### src/rtl/mem_bus_arbiter.sv
// Two-master to one-memory-port arbiter with round-robin or fixed-priority grant.
// Latency: request pulse -> memory pulse after 2 edges when idle; memory response -> master response after 1 edge.
// Backpressure: none; one latched request per master, and pulses while pending or owning are dropped.
//
// Ports:
//   i_clk, i_rstn                   clock, asynchronous active-low reset
//   i_pN_request_enable/mode/addr/wdata/wstrb   master N request pulse and fields (N=0,1)
//   o_pN_response_enable, o_pN_data             master N completion pulse and read data
//   o_mem_request_enable/mode/addr/wdata/wstrb  request pulse and fields to memory
//   i_mem_response_enable, i_mem_data           completion pulse and read data from memory
//   o_busy                                      high while a transaction is in flight
module mem_bus_arbiter #(
  parameter int ADDR_W     = 32,
  parameter int DATA_W     = 32,
  parameter int FIXED_PRIO = 0
) (
  input  logic                i_clk,
  input  logic                i_rstn,
  input  logic                i_p0_request_enable,
  input  logic                i_p0_mode,
  input  logic [ADDR_W-1:0]   i_p0_addr,
  input  logic [DATA_W-1:0]   i_p0_wdata,
  input  logic [DATA_W/8-1:0] i_p0_wstrb,
  output logic                o_p0_response_enable,
  output logic [DATA_W-1:0]   o_p0_data,
  input  logic                i_p1_request_enable,
  input  logic                i_p1_mode,
  input  logic [ADDR_W-1:0]   i_p1_addr,
  input  logic [DATA_W-1:0]   i_p1_wdata,
  input  logic [DATA_W/8-1:0] i_p1_wstrb,
  output logic                o_p1_response_enable,
  output logic [DATA_W-1:0]   o_p1_data,
  output logic                o_mem_request_enable,
  output logic                o_mem_mode,
  output logic [ADDR_W-1:0]   o_mem_addr,
  output logic [DATA_W-1:0]   o_mem_wdata,
  output logic [DATA_W/8-1:0] o_mem_wstrb,
  input  logic                i_mem_response_enable,
  input  logic [DATA_W-1:0]   i_mem_data,
  output logic                o_busy
);

  localparam int STRB_W = DATA_W / 8;

  typedef enum logic {S_IDLE, S_WAIT} state_t;

  state_t r_state;
  state_t w_state_nxt;

  logic [1:0]        r_pend;
  logic [1:0]        r_mode;
  logic [ADDR_W-1:0] r_addr  [2];
  logic [DATA_W-1:0] r_wdata [2];
  logic [STRB_W-1:0] r_wstrb [2];
  logic              r_owner;
  logic              r_last_grant;

  logic [1:0]        w_req;
  logic [1:0]        w_mode_in;
  logic [ADDR_W-1:0] w_addr_in  [2];
  logic [DATA_W-1:0] w_wdata_in [2];
  logic [STRB_W-1:0] w_wstrb_in [2];
  logic [1:0]        w_owned;
  logic [1:0]        w_accept;
  logic [1:0]        w_is_win;
  logic              w_winner;
  logic              w_grant;
  logic              w_deliver;

  assign w_req         = {i_p1_request_enable, i_p0_request_enable};
  assign w_mode_in     = {i_p1_mode, i_p0_mode};
  assign w_addr_in[0]  = i_p0_addr;
  assign w_addr_in[1]  = i_p1_addr;
  assign w_wdata_in[0] = i_p0_wdata;
  assign w_wdata_in[1] = i_p1_wdata;
  assign w_wstrb_in[0] = i_p0_wstrb;
  assign w_wstrb_in[1] = i_p1_wstrb;

  assign o_busy = (r_state == S_WAIT);

  // Ownership ends on the edge the response is delivered, so the owner may
  // queue its next request on that same edge.
  assign w_owned[0] = o_busy & ~r_owner & ~i_mem_response_enable;
  assign w_owned[1] = o_busy &  r_owner & ~i_mem_response_enable;
  assign w_accept   = w_req & ~r_pend & ~w_owned;

  // With both pending, fixed priority picks port 0; round-robin picks the
  // port that did not win last. With one pending, that one wins.
  always_comb begin
    w_winner = r_pend[1];
    if (&r_pend) begin
      w_winner = (FIXED_PRIO != 0) ? 1'b0 : ~r_last_grant;
    end
  end

  assign w_is_win = {w_winner, ~w_winner};

  always_comb begin
    w_state_nxt = r_state;
    w_grant     = 1'b0;
    w_deliver   = 1'b0;
    case (r_state)
      S_IDLE: begin
        if (|r_pend) begin
          w_grant     = 1'b1;
          w_state_nxt = S_WAIT;
        end
      end
      S_WAIT: begin
        if (i_mem_response_enable) begin
          w_deliver   = 1'b1;
          w_state_nxt = S_IDLE;
        end
      end
      default: w_state_nxt = S_IDLE;
    endcase
  end

  always_ff @(posedge i_clk or negedge i_rstn) begin
    if (!i_rstn) begin
      r_state <= S_IDLE;
    end else begin
      r_state <= w_state_nxt;
    end
  end

  // Per-port request latches. Accept and grant of the same port are mutually
  // exclusive because accept requires the port not to be pending.
  always_ff @(posedge i_clk or negedge i_rstn) begin
    if (!i_rstn) begin
      r_pend <= '0;
      r_mode <= '0;
      for (int n = 0; n < 2; n++) begin
        r_addr[n]  <= '0;
        r_wdata[n] <= '0;
        r_wstrb[n] <= '0;
      end
    end else begin
      for (int n = 0; n < 2; n++) begin
        if (w_accept[n]) begin
          r_pend[n]  <= 1'b1;
          r_mode[n]  <= w_mode_in[n];
          r_addr[n]  <= w_addr_in[n];
          r_wdata[n] <= w_wdata_in[n];
          r_wstrb[n] <= w_wstrb_in[n];
        end else if (w_grant && w_is_win[n]) begin
          r_pend[n] <= 1'b0;
        end
      end
    end
  end

  // Memory side: fields hold the last granted request between transactions.
  always_ff @(posedge i_clk or negedge i_rstn) begin
    if (!i_rstn) begin
      o_mem_request_enable <= 1'b0;
      o_mem_mode           <= 1'b0;
      o_mem_addr           <= '0;
      o_mem_wdata          <= '0;
      o_mem_wstrb          <= '0;
      r_owner              <= 1'b0;
      r_last_grant         <= 1'b1;
    end else begin
      o_mem_request_enable <= w_grant;
      if (w_grant) begin
        o_mem_mode   <= r_mode[w_winner];
        o_mem_addr   <= r_addr[w_winner];
        o_mem_wdata  <= r_wdata[w_winner];
        o_mem_wstrb  <= r_wstrb[w_winner];
        r_owner      <= w_winner;
        r_last_grant <= w_winner;
      end
    end
  end

  // Master side: only the owner sees the pulse; the other port's data holds.
  always_ff @(posedge i_clk or negedge i_rstn) begin
    if (!i_rstn) begin
      o_p0_response_enable <= 1'b0;
      o_p1_response_enable <= 1'b0;
      o_p0_data            <= '0;
      o_p1_data            <= '0;
    end else begin
      o_p0_response_enable <= w_deliver & ~r_owner;
      o_p1_response_enable <= w_deliver &  r_owner;
      if (w_deliver && !r_owner) begin
        o_p0_data <= i_mem_data;
      end
      if (w_deliver && r_owner) begin
        o_p1_data <= i_mem_data;
      end
    end
  end

endmodule

### config.mk
export PLATFORM = sky130hd
export DESIGN_NAME = mem_bus_arbiter
export DESIGN_NICKNAME = d
export VERILOG_FILES = /design/src/rtl/mem_bus_arbiter.sv
export SDC_FILE = /design/constraint.sdc
export NUM_CORES = 1
export LEC_CHECK = 0
export ABC_AREA = 1
export CORE_MARGIN = 2
export CORE_UTILIZATION = 30
export DETAILED_ROUTE_END_ITERATION = 10
export GPL_TIMING_DRIVEN = 1
export PLACE_DENSITY = 0.62
export REMOVE_ABC_BUFFERS = 1
export SKIP_LAST_GASP = 1
export SYNTH_ARGS = -nofsm -noshare
export SYNTH_HDL_FRONTEND = slang
export SYNTH_SLANG_ARGS = --single-unit
### constraint.sdc
create_clock -name i_clk -period 1.5 [get_ports i_clk]
set_input_delay 0.45 -clock i_clk [delete_from_list [all_inputs] [get_ports i_clk]]
set_output_delay 0.45 -clock i_clk [all_outputs]
set_load 0.05 [all_outputs]
# --- Word level (Yosys, flattened, before mapping) ---
# Cells that the tools add are included.
classes:
  n_reduce_logical: 9
  n_lt_le_gt_ge: 2
  bitwise: 16
  n_mux: 22
ops:
  columns: ["cell", "n"]
  rows:
  - ["$mux 32", 6]
  - ["$mux 1", 12]
  - ["$mux 4", 3]
  - ["$and 1x1->1", 6]
  - ["$not 1->1", 5]
  - ["$and 2x2->2", 2]
  - ["$logic_and 1x1->1", 4]
  - ["$not 2->2", 2]
  - ["$reduce_bool 2->1", 2]
  - ["$ge 2x2->1 const B", 1]
  - ["$lt 1x2->1 const B", 1]
  - ["$not 1->2", 1]
  - ["$pmux 1 s2", 1]
  - ["$reduce_and 2->1", 1]
  - ["$reduce_or 2->1", 1]
  - ["$logic_not 1->1", 1]
word_totals:
  register_bits: 279
  in_bits: 175
  wordCells: 71
  out_inout_bits: 137

# --- Longest topological paths before layout ---
depth:
  depth_word: 6
  ltp_mapped: 7
  ltp_nobuf: 5

# --- Worst setup path before layout ---
# Ideal clock, no wire load.
synth_path:
  kind: "register to register"
  from: "register r_state, in the netlist o_busy"
  to: "register r_addr[21] (netlist name)"
  required_time_ns: 1.384
  stages_incl_launch_ff: 7
  synth_period_minus_slack_ns: 1.546
  setup_time_ns: 0.116
  t_arrival_ns: 1.430
  setup_slack_ns: -0.046
  path_buffers: 3
  path_cell_list: "dfrtp_1 buf_4 nand3_2 buf_2 buf_2 nand3_1 nand2_1"
synth_between:
  elab_chain_len: 4
synth_rtl:
  columns: ["element", "line_no", "rtl"]
  rows:
  - ["start: declaration", "47", "state_t r_state;"]
  - ["start signal: assignment", "123", "r_state <= w_state_nxt;"]
  - ["$and 1x1->1 (2 in series)", "84", "assign w_owned[1] = o_busy & r_owner & ~i_mem_response_enable;"]
  - ["$not 2->2", "85", "assign w_accept = w_req & ~r_pend & ~w_owned;"]
  - ["$and 2x2->2", "85", null]
  - ["end signal: indexed assignment", "143", "r_addr[n] <= w_addr_in[n];"]
  - ["end: declaration", "52", "logic [ADDR_W-1:0] r_addr [2];"]
# No other way between the ends.
# A chain may end at the register's enable or synchronous reset.

# --- Worst setup path in the final report ---
layout_path:
  from: "register r_state, in the netlist o_busy"
  to: "output port o_busy"
layout_rtl:
  columns: ["element", "line_no", "rtl"]
  rows:
  - ["end: declaration", "40", "output logic o_busy"]
# No word-level cell between the ends.

==> results <==
- The run finished, with violations left.
- The checks that failed: setup timing.
- The number of placed I/O pins is 312.
- The clock drives 279 sinks.
- Setup repair after global routing could not meet its margin everywhere.
- The core occupancy in the finished layout is a little under 50%.
- CTS built an H-tree with a depth of 1.
- The half-perimeter wire length of the detailed placement result is 26.0 mm.
- The iteration count of the initial detailed-routing pass is 5.
- The tightest min-delay check is of the in2async type.
- The critical register-to-register path startpoint is r_pend[1].
- The quantity of I/O buffers inserted on ports is 311.
- TritonCTS built the clock tree.
- The initial antenna violation count is 1.
- Fill cells in the final layout number 3447.
- In the synthesized netlist the dominant register cell turns out to be sky130_fd_sc_hd__dfrtp_1.
- The cell count after synthesis came out at 1260.
- The clock-pin transition on the worst setup and hold timing paths is 0.06 ns.
- In the routed layout, each cell is associated on average with a via count of 4.86.
- The chip width is 199 um.
- Global routing consumed, over all layers together, 19.4% of the routing resources.
- The multi-input combinational cells in the finished layout cover a total of 3860 um^2.
- The max-slew violation total from the final report is 0.
- After layout, the worst setup slack is -0.191 ns.
- The transition time of the tightest slew-check pin is 0.364 ns.
- The nature of the critical path endpoint is a primary output.
- The number of cell rows is 71.
- The via count of the first global-routing pass is 10606.
- The required time reported for the critical path endpoint is 1.05 ns.
- The critical path is of the reg2out type.
- For this configuration, the core starts out at a cell density of 30.4%.
- The sequential area share after synthesis is about three fifths.
- The area growth from synthesis to layout is 60.5%.
- Dividing total power by cell area gives a power density of 2530 nW/um^2.
- The final net count is 1785.
- Leaving out fill and tap cells, the most frequent cells in the layout are 416 x sky130_fd_sc_hd__nand2_1, 277 x sky130_fd_sc_hd__nand3_1, 270 x sky130_fd_sc_hd__dfrtp_1, 173 x sky130_fd_sc_hd__clkdlybuf4s50_1, 165 x sky130_fd_sc_hd__buf_12.
- The commonest non-fill, non-tap cell in the layout is sky130_fd_sc_hd__nand2_1.
- The highest attainable clock frequency is 591 MHz.
- The average size of a mapped cell is 9.08 um^2.
- The number of vias after detailed routing is 10408.
- The synthesized netlist occupies a cell area of 11400 um^2.
- The congestion estimate from routability-driven global placement came to 0.811.
- The later pin in the worst-skew pair is clocked with a latency of about 0.56 ns.
- Counting along the longest clock path gives a buffer depth of 3.
- The shortest clock period the worst path allows after layout is between 1.5 and 2 ns.
- Dividing the detail-routed wire length by the instance count gives between 15 and 20 um.
- The final clock period utilization by the worst path is 113%.
- The number of flops mapped to enable cells by yosys is 0.
- The vertical die dimension is 199 um.
- Setup violations remaining at the end of the flow were counted as about 140.
- Yosys printed 0 warnings.
- The worst-case reg-to-reg path depth is 4.
- The register cell area after layout is 7000 um^2.
- In the synthesized netlist the async set-or-reset flop fraction comes to 100%.
- The core region is 37600 um^2.
- Prior to clock tree synthesis, the placed netlist has a worst setup slack of -0.367 ns.
- On the final layout, the worst clock skew is ~0.009 ns.
- The worst setup path is launched from a register.
- The endpoint identified for the worst register-to-register timing path is o_mem_wdata[23].
- CTS placed an instance of sky130_fd_sc_hd__clkbuf_16 at the clock tree root.
- The total DRC errors in the routed layout is 0.
- The total overflow left after global routing is 0.
- The worst pin sits at a relative slew slack of 75.7%.
- The share of final-layout standard cells stronger than drive strength 1 is 19.3%.
- In this run, CTS created clock tree buffers numbering 30.
- Across all register-to-register paths, the minimum setup slack is 0.11 ns.
- Across the run, the number of max-cap violations was 0.
- Power comes to 46.5 mW.
- The data arrival time of the critical path is 1.24 ns.
- Tracing the worst setup path back leads to its startpoint at o_busy.
- The total wire length is 38.7 mm.
- The final-report hold violation count is 0.
- The die covers 39700 um^2.
- Counting flops and latches in the post-synthesis netlist gives 279.
- The count of nets left with antenna violations once routing finished came out at 0.
- Hold is met by 0.407 ns.
- In this run the worst setup path terminates at o_busy.
- In this run, distinct cell masters in the synthesized netlist total 19.
- The global-route wire length before repair is 60.3 mm.
- For this design the static power due to leakage is 8.83 nW.
- VDD sags by at most 1.24 mV.
- The setup TNS after final layout is -12.06 ns.
- The maximum number of pins on one net before global-route repair is 50.
- The critical-path maximum fanout is 2.
- For this block, the initial DRC count from the detailed router was 546.
-- cells in the mapped netlist (2+ instances only) --
cell | count | area (um^2)
sky130_fd_sc_hd__inv_1 | 38 | 143
sky130_fd_sc_hd__clkbuf_1 | 30 | 113
sky130_fd_sc_hd__buf_1 | 13 | 48.8
sky130_fd_sc_hd__buf_6 | 7 | 78.8
sky130_fd_sc_hd__buf_4 | 2 | 15.0
sky130_fd_sc_hd__nor2_4 | 2 | 22.5
sky130_fd_sc_hd__nand3_1 | 279 | 1400
sky130_fd_sc_hd__buf_2 | 49 | 245
sky130_fd_sc_hd__nand2_2 | 2 | 12.5
sky130_fd_sc_hd__o21ai_0 | 66 | 330
sky130_fd_sc_hd__nand2_1 | 418 | 1570
sky130_fd_sc_hd__nand4_1 | 69 | 432
sky130_fd_sc_hd__nand3_2 | 2 | 20.0
sky130_fd_sc_hd__dfrtp_1 | 278 | 6960
-- report_power, final --
group          total [mW]  switching [mW]  internal [mW]
clock network        7.81            3.02           4.79
logic                24.6            13.7           10.9
registers            14.1            2.94           11.1
total                46.5            19.7           26.8
-- stage by stage --
| stage | instances | area, um^2 |
|---|---|---|
| floorplan | 1159 | 10900 |
| global placement | 2033 | 16900 |
| detailed placement | 2033 | 16900 |
| CTS | 2111 | 18100 |
| global route | 2142 | 18400 |
| finish | 2142 | 18400 |
-- state kept, by name, indices dropped and copies added (netlist names), 2 cells and up --
| register | flops |
|---|---|
| o_mem_wdata | 32 |
| r_pend | 2 |
| o_p1_data | 32 |
| r_wdata | 64 |
| r_mode | 2 |
| r_addr | 64 |
| o_p0_data | 32 |
| r_wstrb | 8 |
| o_mem_wstrb | 4 |
| o_mem_addr | 32 |
-- cell families after synthesis --
| group | Yosys count | synth area share, % |
|---|---|---|
| compound gates | 67 | 3.03 |
| simple gates | 774 | 30.3 |
| flops | 279 | 61.0 |
| buf+inv | 140 | 5.66 |
-- worst max-delay path: stages (launching register included) --
cell                      delay, ns
sky130_fd_sc_hd__dfrtp_2       0.41
sky130_fd_sc_hd__buf_6         0.12
sky130_fd_sc_hd__buf_12        0.14
-- worst min-delay path by stage --
stage                       from       endpoint  slack, ns
after detailed placement  i_rstn  o_p0_data[29]       0.38
after floorplan           i_rstn         o_busy       0.15
after CTS                 i_rstn  o_p0_data[29]       0.39
after global placement    i_rstn  o_p0_data[29]       0.37
after global routing      i_rstn  o_p0_data[29]       0.42
final                     i_rstn  o_p0_data[29]       0.41
-- repair_timing --
item                                    CTS  global route
resized for setup                         3             8
hold endpoints to repair                 23             0
endpoints found under the setup margin  137           162
hold buffers                              1             0
setup buffers                            25            30
-- routing by layer --
| layer | global-route usage, % | wire (um) |
|---|---|---|
| met1 | 25.9 | 16300 |
| met2 | 32.6 | 19200 |
| met3 | 2.41 | 2220 |
| met4 | 6.77 | 956 |
| met5 | 0 | 0 |
-- cell type report --
class                           instances  area share (%)
Tap cell                              511            3.48
Inverter                               39           0.797
Sequential cell                       279            38.1
Timing Repair Buffer                  419            30.9
Clock buffer                           47            5.15
Antenna cell                            1          0.0136
Clock inverter                          5           0.545
Multi-Input combinational cell        841            21.0
No activity file was read; power rests on OpenSTA's default activity.
==> edit: new RTL, config.mk and constraints unchanged <==
The parameter `ADDR_W` goes from 32 to 16.
--- a/src/rtl/mem_bus_arbiter.sv
+++ b/src/rtl/mem_bus_arbiter.sv
@@ -12,3 +12,3 @@
 module mem_bus_arbiter #(
-  parameter int ADDR_W     = 32,
+  parameter int ADDR_W     = 16,
   parameter int DATA_W     = 32,
Ports: changed (resized i_p0_addr, i_p1_addr and o_mem_addr); port bits go from 312 to 264. The function was not compared with the original's and may differ.
==> edit against the unedited design <==
The run still ends with negative setup slack left; area after synthesis decreased by 15%; largest cell class unchanged; sequential cell count decreased by 48; design area decreased by 17%; hold slack got worse by 0.039 ns; largest power group unchanged; critical path depth decreased by 1; combinational power decreased by 14%; setup slack improved by 0.096 ns; critical path type unchanged; first-iteration DRC count decreased by 10%; non-clock buffer count decreased by 66; routed wire length decreased by 19%; die area decreased by 15%; core utilization decreased by 0.49 points; power decreased by 16%; via count decreased by 19%.
==> edit: results (changes against the unedited design) <==
grt_max_degree: 42  # was 50
worstReg2RegEnd: "o_mem_wdata[14]$_DFFE_PN0N_"  # was o_mem_wdata[23]$_DFFE_PN0N_
wl_met3_um: 1547  # was 2218 µm
drive_gt1_share_pct: 20.67  # was 19.26%
htreeDepth: 1  # unchanged
grt_pass1_vias: 8310  # was 10610
cts_made_buffers: 27  # was 30
slowest_stage: "dfrtp_1"  # was dfrtp_2
antenna_found_initial: 4  # was 1
synth.distinct_cells: 21  # was 19
worstPathArrival_ns: 1.15  # was 1.24 ns
viasPerCell: 4.825  # was 4.859
final-setup-viol-count: 121  # was 137
wl_met1_um: 12870  # was 16300 µm
place_congestion: 0.7717  # was 0.8105
yosys-top-cells-count: "nand2_1, dfrtp_1, nand3_1"  # was nand2_1, nand3_1, dfrtp_1
clock_power_mw: 6.05  # was 7.81 mW
synth_area_leaders: "dfrtp_1, nand2_1, nand3_1, nand4_1, buf_2"  # was dfrtp_1, nand2_1, nand3_1, nand4_1, o21ai_0
crit_start: "o_p1_data[16]$_DFFE_PN0P_"  # was o_busy$_DFF_PN0_
final_nets: 1476  # was 1785
skew_ns: 0.02280  # was 0.008978 ns
dp_hpwl_um: 21860  # was 25960 µm
violations: "negative setup slack"  # unchanged
relSlewSlack_pct: 78.27  # was 75.73%
yosysSeqAreaShare_pct: 59.81  # was 61.05%
peakVddDrop_mv: 1.141  # was 1.241 mV
hold_slack_ns: 0.3678  # was 0.4065 ns
grtUsageMet3_pct: 2.080  # was 2.414%
fin_setup_tns_ns: -6.223  # was -12.06 ns
grt.met2_usage_pct: 31.83  # was 32.62%
p_leak_nw: 7.348  # was 8.828 nW
crit-reg2reg-launch: "o_busy$_DFF_PN0_"  # was r_pend[1]$_DFFE_PN0P_
r2r_setup_slack_ns: 0.09  # was 0.11 ns
dpl-instance-area_mm2: 0.01419  # was 0.01687 mm²
met1_usage_pct: 24.07  # was 25.94%
dp_slack_ns: -0.3141  # was -0.3668 ns
wl_per_cell_um: 17.75  # was 18.07 µm
synth_cells: 1031  # was 1260
timing.final.ws_setup_ns: -0.09538  # was -0.1914 ns
fin_total_pwr_mw: 38.96  # was 46.47 mW
nFillCells: 2869  # was 3447
max_stage_delay_ns: 0.43  # was 0.41 ns
p_seq_share_pct: 30.0  # was 30.2%
clkLatencyLatePin_ns: 0.53  # was 0.56 ns
port_buffers: 263  # was 311
grt.total_usage_pct: 18.30  # was 19.44%
initial_utilization_pct: 30.56  # was 30.44%
status: "complete, but fails checks"  # unchanged
drt-total-wl_um: 31160  # was 38700 µm
reg2reg_depth: 6  # was 4
p_int_mw: 22.20  # was 26.76 mW
grt_first_pass_wirelength_um: 48490  # was 60300 µm
## edit: cell types whose count changed after synthesis, moves of 4 or more
cell      change
dfrtp_1      -48
nand3_1      -76
o21ai_1      +48
nand4_1      -16
nand2_4       +4
nand3_2      +10
buf_6        +12
buf_1        -13
clkbuf_1     -28
buf_4         +5
o21ai_0      -48
nand2_1      -82
## edit: cells by family (layout without fill, tap and decap cells)
| group | after synthesis | in the layout | share of synthesized area [%] |
|---|---|---|---|
| and+or+nand+nor | 614 | 614 | 29.56 |
| other | 0 | 4 | 0 |
| AOI/OAI and AO/OA | 67 | 67 | 3.585 |
| DFF | 231 | 231 | 59.81 |
| buffers and inverters | 119 | 438 | 7.041 |
## edit: area by class of cell
class / instances / area [µm²] / share of cell area [%]
flip-flops and latches: 231 / 5787 / 37.81
repair buffers: 353 / 4843 / 31.65
clock buffers: 41 / 778.2 / 5.085
well taps: 402 / 503.0 / 3.287
inverters: 39 / 146.4 / 0.9566
multi-input cells: 681 / 3204 / 20.94
clock inverters: 5 / 31.28 / 0.2044
diodes: 4 / 10.01 / 0.06541
## edit: worst max path at each step
stage	to	cells after the start	slack (ns)
after floorplan	r_pend[0]$_DFFE_PN0P_	5	-1.00
after global placement	r_wdata[46]$_DFFE_PN0P_	7	-0.26
after detailed placement	r_addr[29]$_DFFE_PN0P_	7	-0.31
after CTS	o_p1_data[16]	1	-0.11
after global routing	o_p0_data[9]	1	-0.12
final	o_p1_data[16]	1	-0.1
## edit: what timing repair did
action / CTS / global route
hold buffers: 1 / 0
setup endpoints to repair: 121 / 137
pin swaps: 0 / 0
gates resized for setup: 2 / 2
cloned: 0 / 0
buffers inserted: 12 / 25
endpoints found under the hold margin: 19 / 0
